<file path="config.mk">
export PLATFORM = sky130hd
export DESIGN_NAME = time_set_entry
export DESIGN_NICKNAME = d
export VERILOG_FILES = /design/src/rtl/time_set_entry.sv
export SDC_FILE = /design/constraint.sdc
export NUM_CORES = 1
export LEC_CHECK = 0
export ABC_AREA = 1
export BUFFER_PORTS_ARGS = -buffer_cell sky130_fd_sc_hd__buf_2
export CORE_ASPECT_RATIO = 1.75
export CORE_MARGIN = 3
export CORE_UTILIZATION = 56
export DETAILED_ROUTE_END_ITERATION = 8
export PLACE_DENSITY = 0.84
export RECOVER_POWER = 25
export SLEW_MARGIN = 20
export SYNTH_ARGS = -nofsm -noshare
export SYNTH_HDL_FRONTEND = slang
export SYNTH_SLANG_ARGS = --single-unit
export TNS_END_PERCENT = 5
</file>
<file path="constraint.sdc">
create_clock -name clk -period 4.5 [get_ports clk]
set_clock_uncertainty 0.1 [all_clocks]
set_input_delay 0.675 -clock clk [delete_from_list [all_inputs] [get_ports clk]]
set_output_delay 0.675 -clock clk [all_outputs]
set_load 0.03 [all_outputs]
</file>
<file path="src/rtl/time_set_entry.sv">
// Digit-by-digit 12-hour time entry: validates hh:mm:ss AM/PM from switch digits
// and pulses a one-cycle load of the assembled time; mirrors the running time when idle.
module time_set_entry (
    input  logic       clk,
    input  logic       rst,
    input  logic       start,
    input  logic       accept,
    input  logic       cancel,
    input  logic [3:0] digit,
    input  logic [5:0] cur_sec,
    input  logic [5:0] cur_min,
    input  logic [4:0] cur_hr,
    input  logic       cur_AMPM,
    output logic [5:0] sec,
    output logic [5:0] min,
    output logic [4:0] hr,
    output logic       AMPM,
    output logic       load,
    output logic       editing,
    output logic [2:0] field,
    output logic       err
);

    typedef enum logic [2:0] {
        IDLE   = 3'd0,
        HR_T   = 3'd1,
        HR_U   = 3'd2,
        MIN_T  = 3'd3,
        MIN_U  = 3'd4,
        SEC_T  = 3'd5,
        SEC_U  = 3'd6,
        AMPM_S = 3'd7
    } state_t;

    state_t     state, state_next;
    logic [3:0] t, t_next;
    logic [5:0] sec_next, min_next;
    logic [4:0] hr_next;
    logic       ampm_next, load_next, err_next, editing_next;

    logic       start_prev, accept_prev, cancel_prev;
    logic       start_edge, accept_edge, cancel_edge;
    logic       digit_ok;
    logic [6:0] pair;

    assign start_edge  = start  & ~start_prev;
    assign accept_edge = accept & ~accept_prev;
    assign cancel_edge = cancel & ~cancel_prev;

    // Two-digit value of the field being completed, formed at 7 bits then truncated on store.
    assign pair = 7'(t) * 7'd10 + 7'(digit);

    always_comb begin
        case (state)
            HR_T:          digit_ok = (digit <= 4'd1);
            HR_U:          digit_ok = (t == 4'd0) ? (digit >= 4'd1 && digit <= 4'd9)
                                                  : (t == 4'd1 && digit <= 4'd2);
            MIN_T, SEC_T:  digit_ok = (digit <= 4'd5);
            MIN_U, SEC_U:  digit_ok = (digit <= 4'd9);
            AMPM_S:        digit_ok = (digit <= 4'd1);
            default:       digit_ok = 1'b0;
        endcase
    end

    always_comb begin
        // NOTE: every output of this block gets a default first, so no path can infer a latch.
        state_next = state;
        t_next     = t;
        sec_next   = sec;
        min_next   = min;
        hr_next    = hr;
        ampm_next  = AMPM;
        load_next  = 1'b0;
        err_next   = 1'b0;

        if (state == IDLE) begin
            sec_next  = cur_sec;
            min_next  = cur_min;
            hr_next   = cur_hr;
            ampm_next = cur_AMPM;
            if (start_edge)
                state_next = HR_T;
        end else if (cancel_edge) begin
            state_next = IDLE;
            sec_next   = cur_sec;
            min_next   = cur_min;
            hr_next    = cur_hr;
            ampm_next  = cur_AMPM;
        end else if (accept_edge) begin
            if (!digit_ok) begin
                err_next = 1'b1;
            end else begin
                case (state)
                    HR_T:   begin t_next = digit;        state_next = HR_U;   end
                    HR_U:   begin hr_next = pair[4:0];   state_next = MIN_T;  end
                    MIN_T:  begin t_next = digit;        state_next = MIN_U;  end
                    MIN_U:  begin min_next = pair[5:0];  state_next = SEC_T;  end
                    SEC_T:  begin t_next = digit;        state_next = SEC_U;  end
                    SEC_U:  begin sec_next = pair[5:0];  state_next = AMPM_S; end
                    AMPM_S: begin
                        ampm_next  = digit[0];
                        load_next  = 1'b1;
                        state_next = IDLE;
                    end
                    default: state_next = IDLE;
                endcase
            end
        end

        editing_next = (state_next != IDLE);
    end

    // NOTE: sequential state uses non-blocking assignments so every register samples pre-edge values.
    always_ff @(posedge clk) begin
        if (rst) begin
            state       <= IDLE;
            t           <= 4'd0;
            sec         <= 6'd0;
            min         <= 6'd0;
            hr          <= 5'd12;
            AMPM        <= 1'b0;
            load        <= 1'b0;
            err         <= 1'b0;
            editing     <= 1'b0;
            start_prev  <= 1'b0;
            accept_prev <= 1'b0;
            cancel_prev <= 1'b0;
        end else begin
            state       <= state_next;
            t           <= t_next;
            sec         <= sec_next;
            min         <= min_next;
            hr          <= hr_next;
            AMPM        <= ampm_next;
            load        <= load_next;
            err         <= err_next;
            editing     <= editing_next;
            start_prev  <= start;
            accept_prev <= accept;
            cancel_prev <= cancel;
        end
    end

    assign field = state;

endmodule

</file>
---- Word-level counts from Yosys, hierarchy flattened ----
Index checks and enable logic that the tools add are counted.
storage, ports and cells
  word-level logic and storage cells ...... 89
  bits in registers ....................... 31
  output and inout bits ................... 24
  input bits .............................. 27
cells by class
  bitwise operators ....................... 10
  $lt $le $gt $ge ......................... 5
  reductions and logical operators ........ 22
  $mul .................................... 1
  add/subtract/negate cells ............... 1
  multiplexer cells ....................... 30
  equality and inequality tests ........... 8
operator list
  operator                                                                           count
  6-bit two-way mux                                                                  10
  5-bit two-way mux                                                                  5
  3-bit nonzero test                                                                 7
  3-bit one-hot mux with 6 select lines                                              1
  3-bit two-way mux                                                                  5
  3-bit equality test (second input constant)                                        4
  3-bit AND reduction                                                                4
  1-bit two-way mux                                                                  8
  1-bit NOT                                                                          7
  6-bit by 4-bit adder with 6-bit output                                             1
  3-bit by 2-bit equality test with 1-bit output (second input constant)             2
  2-bit OR reduction                                                                 3
  4-bit by 3-bit multiplier with 5-bit output (second input constant)                1
  5-bit AND reduction                                                                1
  5-bit OR reduction                                                                 1
  4-bit by 1-bit equality test with 1-bit output (second input constant)             1
  4-bit by 1-bit >= comparator with 1-bit output (second input constant)             1
  4-bit by 1-bit less-or-equal comparator with 1-bit output (second input constant)  1
  4-bit by 2-bit less-or-equal comparator with 1-bit output (second input constant)  1
  4-bit by 3-bit less-or-equal comparator with 1-bit output (second input constant)  1
  4-bit less-or-equal comparator (second input constant)                             1
  4-bit logical NOT                                                                  1
  1-bit one-hot mux with 4 select lines                                              1
  4-bit OR reduction                                                                 1
  other kinds (5)                                                                    8

---- Depth between registers and ports, before layout ----
Gate-level depths: netlist (run 1).
  word-level depth ........................ 9
  gate-level depth with buffers ........... 16

---- Worst setup path after synthesis (run 1) ----
OpenSTA, ideal clock, no wires.
  kind .................................... input-to-reg
  start ................................... in digit[1]
  end ..................................... reg sec[5]
  stages on the path ...................... 15
  setup time .............................. 0.132 ns
  path buffers ............................ 0
  setup slack ............................. 2.426 ns
  data required time ...................... 4.268 ns
  arrival ................................. 1.842 ns
  cells stage by stage .................... ha_1 inv_1 fa_1 inv_1 nand2_1 nand2_1 nand2_1 nand3_1 nand2_1 nand2_1 nand2_1 nand2_1 nand2_1 nand2_1 a21oi_1
on the way
  word-level cells in the longest chain between the ends .. 6
  elaborated cells on any way between the ends .. 17
  classes of those cells .................. add/sub: 1; order compare: 5; mux: 7; reduce/logical: 4
RTL lines
  what                                                                        RTL line  RTL
  from (decl)                                                                 9         input logic [3:0] digit,
  6-bit by 4-bit adder with 6-bit output (tied with other cells)              51        assign pair = 7'(t) * 7'd10 + 7'(digit);
  6-bit two-way mux (tied with other cells)                                   93        case (state)
  6-bit two-way mux or 1-bit two-way mux (tied branches)                      90, 56
  6-bit two-way mux or 1-bit one-hot mux with 4 select lines (tied branches)  89, 54
  6-bit two-way mux or 3-bit nonzero test (tied branches)                     -
  6-bit two-way mux or 3-bit AND reduction (tied branches)                    -
  to (signal assigned)                                                        131       sec <= sec_next;
  to (decl)                                                                   14        output logic [5:0] sec,
Several ways; a longest one is shown, not always the timed one. The select of a mux whose other input is x is not followed.
A chain may end at the register's enable or synchronous reset.

---- Worst setup path in the final report (run 1) ----
Same ends and word-level chain as after synthesis.

==> results of run 1 <==
final cells by class:
class	count	area share, %
Multi-Input combinational cell	208	47.7
Sequential cell	31	27.4
Timing Repair Buffer	50	10.4
Inverter	41	6.90
Clock buffer	6	3.64
Tap cell	43	2.37
Clock inverter	2	1.55
logic make-up after synthesis:
| logic type | Yosys count | share of synthesized area, % |
|---|---|---|
| xor+xnor | 1 | 0.462 |
| buf+inv | 46 | 10.1 |
| simple gates | 165 | 40.7 |
| fa+ha+maj | 7 | 5.02 |
| compound gates | 35 | 11.0 |
| flops | 31 | 32.8 |
power groups by stage:
stage          clock network (uW)  logic [uW]  registers, uW
2_1_floorplan                   0        65.4            332
3_3_place_gp                    0         130            304
3_5_place_dp                    0         131            304
4_1_cts                       289         132            298
5_1_grt                       302         144            300
6_report                      283         129            299
sequential cells by signal (all words and copies together) (netlist names):
signal	cells
cancel_prev	1
min	6
t	4
accept_prev	1
editing	1
err	1
load	1
start_prev	1
hr	5
sec	6
AMPM	1
field	3
layer usage:
layer  global-route usage, %  vias up  routed length (um)
met2                    40.4       59                2280
met1                    23.4      827                1690
met3                    4.31       16                 247
met4                    9.82        0                 150
met5                       0        -                   0
li1                        -      995                   -
stage by stage:
step	utilization, %	hold WS [ns]
floorplan	-	0.336
global placement	67.4	0.341
detailed placement	67.4	0.353
CTS	71.1	0.363
global route	70.6	0.384
finish	70.6	0.361
worst paths after layout:
kind | end | slack (ns) | depth (start not counted)
max | sec[5] | 2.38 | 16
min | min[1] | 0.36 | 2
max reg2reg | sec[4] | 2.47 | 11
min reg2reg | min[1] | 0.36 | 2
critical path, stage by stage:
cell and delay, ns:
buf_2 0.13, ha_1 0.17, inv_1 0.05, fa_1 0.35, inv_1 0.08, nand2_1 0.06, nand2_1 0.06, nand2_1 0.09
nand3_1 0.10, nand2_1 0.07, nand2_1 0.06, nand2_1 0.05, nand2_1 0.05, nand2_1 0.05, nand2_1 0.05, a21oi_1 0.05
cell usage in the layout, fill, tap and decap left out, types with 3 or more instances in the layout:
cell type / n
clkbuf_8: 6
nor2_1: 36
nand2_1: 91
a21oi_1: 22
inv_1: 36
nand3_1: 12
clkbuf_1: 11
buf_2: 39
nor3_1: 3
ha_1: 6
nand2_4: 5
inv_2: 4
nor2_2: 4
nand3_2: 4
o21ai_0: 8
dfxtp_1: 31
==> metrics.yaml, run 1 <==
sta:
  slew_violations: 0
  hold_violations: 0
  post-route-min-period_ns: 2.12
  post-route-worst-setup-slack_ns: 2.38
  rsz0062_at_grt: "false"
  fmax_mhz: 472
  tightest_slew_ns: 1.05
  setup-tns-final_ns: 0
  period_share_pct: 47.1
  slew_headroom_pct: 30.0
  finalSetupViolations: 0
finish:
  fill_cells: 301
  instances_no_fill: 381
  insertedDiodeCount: 0
  seq_area_um2: 621
  multi_input_area_um2: 1080
  nets: 371
  syn_to_final_growth_pct: 19.7
  fin_area_um2: 2270
  drive_gt1_share_pct: 21.6
pwr:
  power_uw: 711
  comb_power_share_pct: 18.2
  sequentialPowerShare_pct: 42.0
  p_clk_share_pct: 39.8
  ir_drop_mv: 0.251
  leakagePower_uw: 0.00124
  swShare_pct: 28.2
  p_sw_uw: 201
  p_int_uw: 511
  cellPowerDensity_nw_per_um2: 314
synthesis:
  synth_area_um2: 1890
  netlist_instances: 285
  ys_async_sr_fraction_pct: 0
  yosys-top-cells-area: "dfxtp_1, nand2_1, inv_1"
  syn_nets: 319
  yosysUniqueCellTypes: 31
  yosysSeqAreaShare_pct: 32.8
  yosysWarnings: 0
  avgSynthCellArea_um2: 6.65
  synthMostInstantiatedCell: "nand2_1"
  ys.flop_type: "dfxtp_1"
  synth_top_area_share_pct: 32.8
  synth_common_cells: "nand2_1, inv_1, nor2_1, dfxtp_1, a21oi_1"
  yosysTopAreaCell: "dfxtp_1"
  synth-edff-count: 0
  ys_ff_latch: 31
worst_setup_path:
  worstSetupEndpointType: "flip-flop"
  r2r-start: "t[0]"
  cp-start-kind: "input port"
  worstSetupPathType: "input port to flip-flop"
  startpoint: "digit[1]"
  worstPathMaxFanout: 6
  crit_arrival_ns: 2.14
  required_ns: 4.52
placement:
  dpl_cell_area_um2: 2160
  pre_cts_slack_ns: 2.13
  dpl.cell_count: 373
  dp_hpwl_um: 3330
  portBuffers: 50
  gp_congestion: 0.895
route:
  drtIter0Drc: 48
  drt_pass1_iterations: 5
  wl_per_cell_um: 11.5
  ant_nets: 0
  vias_per_cell: 4.98
  drc: 0
  wl_um: 4360
  vias: 1897
clock_network:
  hold_buffers: 0
  clkTransAtPathRegs_ns: 0.07
  cts_root_buf: "clkbuf_8"
  cts_tree: "yes"
  htreeDepth: 2
  cts_buffers: 5
  clock-sinks: 31
  clk_path_buf_depth: 2
  clkLatencyLatePin_ns: 0.28
  cts_resized: 0
  cts_setup_buffers: 0
die:
  die_w_um: 50.0
  die-area_um2: 4140
  core-area_um2: 3210
  die_height_um: 82.9
  placement_rows: 27
  start_util_pct: 59.0
  ios: 51
grt:
  grt_pass1_vias: 1746
  overflow: 0
  grt_start_max_net_pins: 25
  grt_pass1_wl_um: 7330
  track_usage_pct: 22.1
  antenna_found_initial: 0
outcome:
  status: "complete, no violations"
job:
  drv_cap: 0
hold_path:
  hold_path_class: "flip-flop to flip-flop"
  worstHoldStart: "min[1]"
Power figures use the tool's default switching activity.
==> run 2, diff against run 1 <==
Settings changed: CORE_UTILIZATION 56 to 52, PLACE_DENSITY 0.84 to 0.79.
Clock period 4.5 ns to 2.2 ns, I/O delays scaled along.
==> run 2 against run 1 <==
Sequential power is 100% higher. Non-clock buffer count is 2 higher. Global-route usage is 0.75 points lower. Highest routed layer unchanged.
==> metrics.yaml, run 2 (synthesis gave the netlist of run 1 again) <==
die:
  start_util_pct: 55.2
  die_w_um: 51.6
  die-area_um2: 4430
  ios: 51
  die_height_um: 85.8
  core-area_um2: 3430
  placement_rows: 28
route:
  ant_nets: 0
  vias: 1868
  drt_pass1_iterations: 4
  drtIter0Drc: 44
  wl_um: 4490
  drc: 0
  vias_per_cell: 4.86
  wl_per_cell_um: 11.7
grt:
  grt_start_max_net_pins: 20
  track_usage_pct: 21.3
  overflow: 0
  antenna_found_initial: 0
  grt_util_met2_pct: 38.1
  grt_pass1_wl_um: 7180
  grt_use_met1_pct: 23.3
  grt.busiest_layer: "met2"
  gr-usage-met3_pct: 4.17
  grt_pass1_vias: 1672
clock_network:
  cts_tree: "yes"
  hold_buffers: 0
  cts_setup_buffers: 0
  clock-sinks: 31
  clkLatencyLatePin_ns: 0.28
  cts_root_buf: "clkbuf_8"
  clkTransAtPathRegs_ns: 0.06
  cts_resized: 0
  clk_path_buf_depth: 2
  htreeDepth: 2
  cts_buffers: 5
sta:
  period_share_pct: 89.5
  rsz0062_at_grt: "false"
  tightest_slew_ns: 0.581
  slew_headroom_pct: 61.3
  finalSetupViolations: 0
  post-route-min-period_ns: 1.97
  hold_violations: 0
  fmax_mhz: 508
  setup-tns-final_ns: 0
  slew_violations: 0
placement:
  portBuffers: 50
  dpl_cell_area_um2: 2180
  gp_congestion: 0.863
  dp_hpwl_um: 3480
worst_setup_path:
  worstSetupEndpointType: "flip-flop"
  worstPathMaxFanout: 4
  required_ns: 2.31
  worstSetupPathType: "flip-flop to flip-flop"
  cp-start-kind: "flip-flop"
  crit_arrival_ns: 2.08
hold_path:
  hold_path_class: "input port to flip-flop"
outcome:
  status: "complete, no violations"
finish:
  nets: 373
  syn_to_final_growth_pct: 18.9
  layout_commonest_cell: "nand2_1"
  insertedDiodeCount: 0
  drive_gt1_share_pct: 21.8
  final_cell_mix: "nand2_1, buf_2, inv_1, nor2_1, dfxtp_1"
  top_regs: "min x6, sec x6, hr x5"
  fin_area_um2: 2250
pwr:
  leakagePower_uw: 0.00123
  ir_drop_mv: 0.509
  cellPowerDensity_nw_per_um2: 589
job:
  drv_cap: 0
run 2: cell type report:
class	instances	area (um2)
clock buffer	6	82.6
clock inverter	1	5.00
fill	340	1180
inverter	41	156
multi-input combinational	208	1080
sequential	31	622
tap	45	56.3
timing repair buffer	52	248
run 2: worst paths after layout:
path | depth (start not counted) | to | start | slack (ns)
hold reg to reg | 2 | sec[3] | sec[3] | 0.36
setup / recovery | 11 | sec[4] | t[0] | 0.23
setup reg to reg | 11 | sec[4] | t[0] | 0.23
hold / removal | 3 | cancel_prev | cancel | 0.17
run 2: critical path, stage by stage, from the launching register on:
cell and delay, ns:
dfxtp_2 0.34, ha_1 0.29, ha_1 0.34, nand3_1 0.09, nand3_1 0.13, xor2_1 0.22, nand2_1 0.09, nand2_1 0.06
nand2_1 0.04, nand2_1 0.05, nand2_1 0.04, a21oi_1 0.10
run 2: per-stage QoR:
| stage | hold slack, ns | instances | power, uW | setup slack (ns) | util, % |
|---|---|---|---|---|---|
| global route | 0.187 | 384 | 1390 | 0.0377 | 65.6 |
| global placement | 0.344 | 377 | 891 | 0.238 | 63.5 |
| finish | 0.166 | 384 | 1330 | 0.231 | 65.6 |
| CTS | 0.164 | 384 | 1340 | 0.204 | 66.1 |
| detailed placement | 0.352 | 377 | 895 | 0.162 | 63.5 |
| floorplan | 0.307 | 285 | 813 | 0.432 | - |
run 2: layer usage:
| metal | vias to the layer above | share of wire (%) |
|---|---|---|
| li1 | 997 | - |
| met1 | 813 | 40 |
| met2 | 44 | 53 |
| met3 | 14 | 4.5 |
| met4 | 0 | 2.9 |
| met5 | - | 0 |
run 2: report_power, final:
part           switching (uW)  total [uW]  internal [uW]
registers                16.5         611            594
logic                     181         267           86.4
clock network             204         449            245
total                     402        1330            925
==> run 3, diff against run 2 <==
Settings changed: CTS_BUF_LIST from default to sky130_fd_sc_hd__clkbuf_16.
==> run 3 against run 2 <==
Register-to-register slack about the same. Cell area increased by 2.1%. Hold slack improved by 0.012 ns. Utilization increased by 1.3 points. Count of clock-buffer cells in the layout decreased by 1. Sequential cell count unchanged. Routed wire length decreased by 0.62%. Non-clock buffer count unchanged. Critical path depth unchanged. Sequential share of layout area decreased by 0.56 points. Setup slack got worse by 0.0036 ns. Critical endpoint unchanged.
==> metrics.yaml, run 3 (synthesis gave the netlist of run 1 again) <==
job:
  drv_cap: 0
pwr:
  p_clk_share_pct: 41.5
  sequentialPowerShare_pct: 40.7
  p_sw_uw: 417
  leakagePower_uw: 0.00125
  ir_drop_mv: 0.653
  swShare_pct: 27.7
  p_int_uw: 1090
  comb_power_share_pct: 17.8
  cellPowerDensity_nw_per_um2: 654
finish:
  layout_commonest_cell: "nand2_1"
  syn_to_final_growth_pct: 21.3
  nets: 373
  final_cell_mix: "nand2_1, buf_2, inv_1, nor2_1, dfxtp_1"
  top_regs: "min x6, sec x6, hr x5"
  drive_gt1_share_pct: 21.5
  insertedDiodeCount: 0
sta:
  post-route-min-period_ns: 1.97
  fmax_mhz: 507
  tightest_slew_ns: 0.551
  post-route-worst-setup-slack_ns: 0.227
  rsz0062_at_grt: "false"
  slew_headroom_pct: 63.3
  hold_violations: 0
  slew_violations: 0
  setup-tns-final_ns: 0
  period_share_pct: 89.7
  finalSetupViolations: 0
die:
  die_w_um: 51.6
  start_util_pct: 55.2
  die_height_um: 85.8
  placement_rows: 28
  core-area_um2: 3430
  ios: 51
  die-area_um2: 4430
worst_setup_path:
  worstSetupEndpointType: "flip-flop"
  cp_common_cell: "nand2_1"
  worstSetupPathType: "flip-flop to flip-flop"
  worstPathMaxFanout: 4
  cp_slowest_cell: "dfxtp_2"
  crit_family: "adder cells"
  crit_buf_inv: 0
  cp-start-kind: "flip-flop"
  crit_arrival_ns: 2.07
  slowest_delay_ns: 0.34
  required_ns: 2.30
  path_cells: "ha_1 -> ha_1 -> nand3_1 -> nand3_1 -> xor2_1 -> nand2_1 -> nand2_1 -> nand2_1 -> nand2_1 -> nand2_1 -> a21oi_1"
clock_network:
  htreeDepth: 2
  clkLatencyLatePin_ns: 0.27
  clock-sinks: 31
  cts_setup_buffers: 0
  clkTransAtPathRegs_ns: 0.05
  cts_root_buf: "clkbuf_16"
  clk_path_buf_depth: 2
  cts_tree: "yes"
  cts_buffers: 5
placement:
  portBuffers: 50
  pre_cts_slack_ns: 0.162
  gp_congestion: 0.863
  dp_hpwl_um: 3480
grt:
  grt_pass1_wl_um: 7180
  track_usage_pct: 21.2
  grt_start_max_net_pins: 20
  overflow: 0
  antenna_found_initial: 0
  grt_pass1_vias: 1702
route:
  ant_nets: 0
  wl_um: 4470
  drc: 0
  drtIter0Drc: 58
  vias_per_cell: 4.89
  vias: 1878
  drt_pass1_iterations: 4
  wl_per_cell_um: 11.6
hold_path:
  hold_path_class: "input port to flip-flop"
outcome:
  status: "complete, no violations"
[run 3: repair_timing]
action | 4_1_cts | 5_1_grt
setup endpoints to repair | 0 | 1
resized for setup | 0 | 1
hold buffers | 0 | 0
[run 3: final cells by class]
cell class              instances  area, um2
well taps                      45       56.3
clock inverters                 2       8.76
inverters                      41        156
multi-input cells             208       1080
fillers                       333       1130
repair buffers                 52        248
clock buffers                   5        125
flip-flops and latches         31        622
[run 3: per-layer routing]
layer | track usage [%] | vias to the layer above | routed length [um]
met4 | 11.0 | 0 | 113
met5 | 0 | - | 0
met3 | 2.61 | 9 | 181
li1 | - | 998 | -
met2 | 38.5 | 44 | 2370
met1 | 23.1 | 827 | 1810
[run 3: path summary, 6_finish.rpt]
path	start	endpoint	slack, ns	depth (start not counted)
worst min-delay path	cancel	cancel_prev	0.18	3
worst min register to register	sec[3]	sec[3]	0.36	2
worst max register to register	t[0]	sec[4]	0.23	11
worst max-delay path	t[0]	sec[4]	0.23	11
[run 3: worst register-to-register path: stages (launching register included)]
cell	delay [ns]
dfxtp_2	0.34
ha_1	0.29
ha_1	0.34
nand3_1	0.09
nand3_1	0.14
xor2_1	0.22
nand2_1	0.09
nand2_1	0.06
nand2_1	0.04
nand2_1	0.05
nand2_1	0.04
a21oi_1	0.10
[run 3: metrics by stage]
stage | cells | hold WS [ns] | utilization (%) | power [uW] | instance area (um2)
2_1_floorplan | 285 | 0.307 | - | 813 | 1890
3_3_place_gp | 377 | 0.344 | 63.5 | 891 | 2180
3_5_place_dp | 377 | 0.352 | 63.5 | 895 | 2180
4_1_cts | 384 | 0.178 | 67.4 | 1520 | 2310
5_1_grt | 384 | 0.204 | 66.9 | 1570 | 2300
6_report | 384 | 0.178 | 66.9 | 1500 | 2300
[run 3: power groups by stage]
stage                     sequential (uW)  combinational [uW]  clock [uW]
final                                 612                 267         624
after global routing                  616                 295         658
after detailed placement              623                 272           0
after global placement                622                 269           0
after CTS                             612                 273         634
after floorplan                       680                 134           0
